$ cat src/rtl/ins_mem.sv
// Instruction memory: synchronous-read program store with a registered output word.
// Define INS_MEM_WRITE_EN to add a run-time write port (wEn/wAddr/wData).
module ins_mem #(
  parameter int ADDR_WIDTH = 8,
  parameter int INS_WIDTH  = 8
) (
  input  logic                  clk,
  input  logic                  rst,
  input  logic                  rEn,
  input  logic [ADDR_WIDTH-1:0] PC_address,
`ifdef INS_MEM_WRITE_EN
  input  logic                  wEn,
  input  logic [ADDR_WIDTH-1:0] wAddr,
  input  logic [INS_WIDTH-1:0]  wData,
`endif
  output logic [INS_WIDTH-1:0]  instruction
);

  localparam int DEPTH = 2 ** ADDR_WIDTH;

  // Program image as bytes; the size cast zero-extends or truncates to INS_WIDTH.
  function automatic logic [INS_WIDTH-1:0] f_word(input int unsigned idx);
    logic [7:0] b;
    case (idx)
      0:  b = 8'h10;
      1:  b = 8'h21;
      2:  b = 8'h32;
      3:  b = 8'h43;
      4:  b = 8'h54;
      5:  b = 8'h65;
      6:  b = 8'h76;
      7:  b = 8'h87;
      8:  b = 8'h98;
      9:  b = 8'hA9;
      10: b = 8'hBA;
      11: b = 8'hCB;
      12: b = 8'hDC;
      13: b = 8'hED;
      14: b = 8'hFE;
      15: b = 8'hFF;
      default: b = 8'h00;
    endcase
    return INS_WIDTH'(b);
  endfunction

  logic [INS_WIDTH-1:0] r_instr;
  logic [INS_WIDTH-1:0] w_rd;

`ifdef INS_MEM_WRITE_EN
  typedef logic [DEPTH-1:0][INS_WIDTH-1:0] img_t;

  function automatic img_t f_image();
    img_t img;
    for (int i = 0; i < DEPTH; i++) img[i] = f_word(i);
    return img;
  endfunction

  // Loaded at configuration; reset deliberately leaves the contents alone.
  img_t r_mem = f_image();

  assign w_rd = r_mem[PC_address];

  always_ff @(posedge clk) begin
    if (!rst && wEn) r_mem[wAddr] <= wData;
  end
`else
  assign w_rd = f_word(32'(PC_address));
`endif

  // Non-blocking read of r_mem gives read-before-write on a same-address collision.
  always_ff @(posedge clk) begin
    if (rst)      r_instr <= '0;
    else if (rEn) r_instr <= w_rd;
  end

  assign instruction = r_instr;

endmodule

$ cat config.mk
export PLATFORM = sky130hd
export DESIGN_NAME = ins_mem
export DESIGN_NICKNAME = d
export VERILOG_FILES = /design/src/rtl/ins_mem.sv
export SDC_FILE = /design/constraint.sdc
export NUM_CORES = 1
export LEC_CHECK = 0
export BUFFER_PORTS_ARGS = -buffer_cell sky130_fd_sc_hd__buf_2
export CORE_MARGIN = 4
export CORE_UTILIZATION = 24
export CTS_CLUSTER_DIAMETER = 150
export DETAILED_ROUTE_END_ITERATION = 7
export SLEW_MARGIN = 5
export SYNTH_ARGS = -nofsm -noshare
export SYNTH_HDL_FRONTEND = slang
export SYNTH_SLANG_ARGS = --single-unit
$ cat constraint.sdc
create_clock -name clk -period 1.6 [get_ports clk]
set_input_delay 0.48 -clock clk [delete_from_list [all_inputs] [get_ports clk]]
set_output_delay 0.48 -clock clk [all_outputs]
set_load 0.005 [all_outputs]
==> flow_summary.json <==
{
  "status": "finished clean",
  "final-instance-count-excl-fill": 73,
  "overflow": 0,
  "required_ps": 1790,
  "synth_edf_count": 0,
  "grt_pass1_vias": 289,
  "fin_nets": 74,
  "tightest_slew_ps": 344,
  "dp.cells": 70,
  "cts_tree": "done",
  "cp_data_arrival_time_ps": 1620,
  "startpoint": "PC_address[5]",
  "grt_pass1_wl_um": 1120,
  "drt_iter0_drc": 3,
  "critical_path.top_delay_family": "simple AND/OR/NAND/NOR gates",
  "syn-num-nets": 51,
  "place_congestion": 0.675,
  "cts_made_buffers": 3,
  "p_leak_nw": 0.266,
  "power_density_mw_per_mm2": 778,
  "crit_slowest_cell": "or4b_4",
  "finalWirelength_um": 819,
  "synth_flop_cell": "dfxtp_1",
  "cts_resized": 0,
  "via_count": 334,
  "hold_viol_final": 0,
  "synthArstFlopShare_pct": 0,
  "synth_common_cells": "8 x dfxtp_1, 7 x a22o_1, 4 x ha_1, 4 x nand2_1, 3 x inv_1",
  "slew_headroom_pct": 77.0,
  "clock_sinks": 8,
  "synth_area_leaders": "dfxtp_1 43%, a22o_1 16%, ha_1 13%",
  "syn_inst": 36,
  "end_kind": "flop",
  "yosysMostFrequentCell": "dfxtp_1",
  "ir_worst_vdd_mv": 0.155,
  "final.fill_count": 149,
  "rr_startpoint": "instruction[4]",
  "period_share_pct": 89.3,
  "post-place-ws_ps": -98.0,
  "post-cts-setup-buffer-count": 0,
  "yosysSeqAreaShare_pct": 42.7,
  "ant_nets": 0,
  "cts_hold_buf": 0,
  "worst-path-buf-inv": 1,
  "drcViolationCount": 0,
  "rr_worst_depth": 1,
  "grt.total_usage_pct": 7.38,
  "clockBufferDepth": 2,
  "grt_max_degree": 9,
  "hpwl_um": 640,
  "largest_reg_flops": 8,
  "min_path_type": "flop to flop",
  "via_per_inst": 4.58,
  "cpPeakStageDelay_ps": 540,
  "final_max_slew_viol_count": 0,
  "finalCriticalPeriod_ps": 1430,
  "crit_fanout": 8,
  "drt_pass1_iterations": 3,
  "yosys.area.top_type": "dfxtp_1",
  "core_area_mm2": 0.00149,
  "die_w_um": 47.5,
  "syn_area_um2": 375,
  "worst-setup-path-type": "input port to flop",
  "fmax_ghz": 0.700,
  "ys_warn_count": 0,
  "cts-root-buf": "clkbuf_4",
  "h-tree-depth": 1,
  "ys_ff_latch": 8,
  "start_util_pct": 25.2,
  "cap_violations": 0,
  "critPathLaunchType": "input port",
  "fp-row-count": 14,
  "antenna_found_initial": 0,
  "critical_path.cell_chain": "buf_2, or4b_4, nor3_4, a32o_1",
  "clock_latency_ps": 250,
  "ios": 19,
  "setup_viol": 0,
  "grt_setup_unrepaired": "false",
  "totalNegativeSetupSlack_ps": 0,
  "r2r_end": "instruction[4]",
  "setup_slack_ps": 172,
  "synth_top_area_share_pct": 42.7,
  "crit_path_end": "instruction[4]",
  "wl_per_cell_um": 11.2,
  "cp.depth": 4,
  "diodes": 0,
  "die-area_mm2": 0.00226,
  "path_clk_slew_ps": 50,
  "final_layout_size_suffix_gt1_share_pct": 42.1,
  "synthToLayoutAreaGrowth_pct": 35.3,
  "io_buffers": 18,
  "rrSetupSlack_ps": 990,
  "yosysUniqueCellTypes": 13,
  "fin_skew_ps": 0,
  "avgSynthCellArea_um2": 10.4,
  "die_y_um": 47.5
}
-- final cells by class --
| type | count | area (µm²) | area share, % |
|---|---|---|---|
| Inverter | 3 | 11.3 | 2.22 |
| Tap cell | 16 | 20.0 | 3.94 |
| Clock buffer | 3 | 22.5 | 4.43 |
| Timing Repair Buffer | 19 | 97.6 | 19.2 |
| Multi-Input combinational cell | 24 | 196 | 38.7 |
| Sequential cell | 8 | 160 | 31.5 |
-- through the flow --
stage / instance area [µm²] / utilization (%) / hold slack [ps] / power, mW
after floorplan: 375 / - / 466 / 0.229
after global placement: 485 / 32.6 / 456 / 0.252
after detailed placement: 485 / 32.6 / 459 / 0.253
after CTS: 508 / 34.1 / 475 / 0.404
after global routing: 508 / 34.1 / 483 / 0.413
final: 508 / 34.1 / 469 / 0.395
-- layer usage --
layer | vias up | track usage [%] | part of all wire (%)
li1 | 175 | - | -
met1 | 146 | 6.92 | 44
met2 | 13 | 12.3 | 44
met3 | 0 | 1.88 | 12
met4 | 0 | 8.06 | 0
met5 | - | 0 | 0
-- how the worst min path moves through the flow --
stage	from	endpoint	slack [ps]	depth (start not counted)
after floorplan	instruction[4]	instruction[4]	470	1
after global routing	instruction[4]	instruction[4]	480	1
after detailed placement	instruction[1]	instruction[1]	460	1
after CTS	instruction[0]	instruction[0]	470	1
final	instruction[0]	instruction[0]	470	1
after global placement	instruction[0]	instruction[0]	460	1
-- cells by family after synthesis --
family | share of synthesized area, %
buffers and inverters | 5.00
DFF | 42.7
AOI/OAI and AO/OA | 23.7
and+or+nand+nor | 15.3
adders and majority gates | 13.3
-- power breakdown --
group          total, mW  internal (mW)  switching, mW
clock              0.146         0.0853         0.0605
combinational     0.0469         0.0211         0.0258
sequential         0.202          0.201       0.000932
-- cells in the final DEF (no fill, tap or decap) --
cell type | synthesis | layout
a32o_1 | 1 | 1
nand3_1 | 1 | 1
a21oi_1 | 1 | 1
a31oi_1 | 2 | 2
dfxtp_1 | 8 | 8
inv_1 | 3 | 3
nor2_1 | 2 | 2
ha_1 | 4 | 4
buf_2 | 0 | 18
a22o_1 | 7 | 7
clkbuf_4 | 0 | 3
or4b_4 | 1 | 1
nand2_1 | 4 | 4
buf_4 | 1 | 1
nor3_4 | 1 | 1
Power figures use the tool's default switching activity.
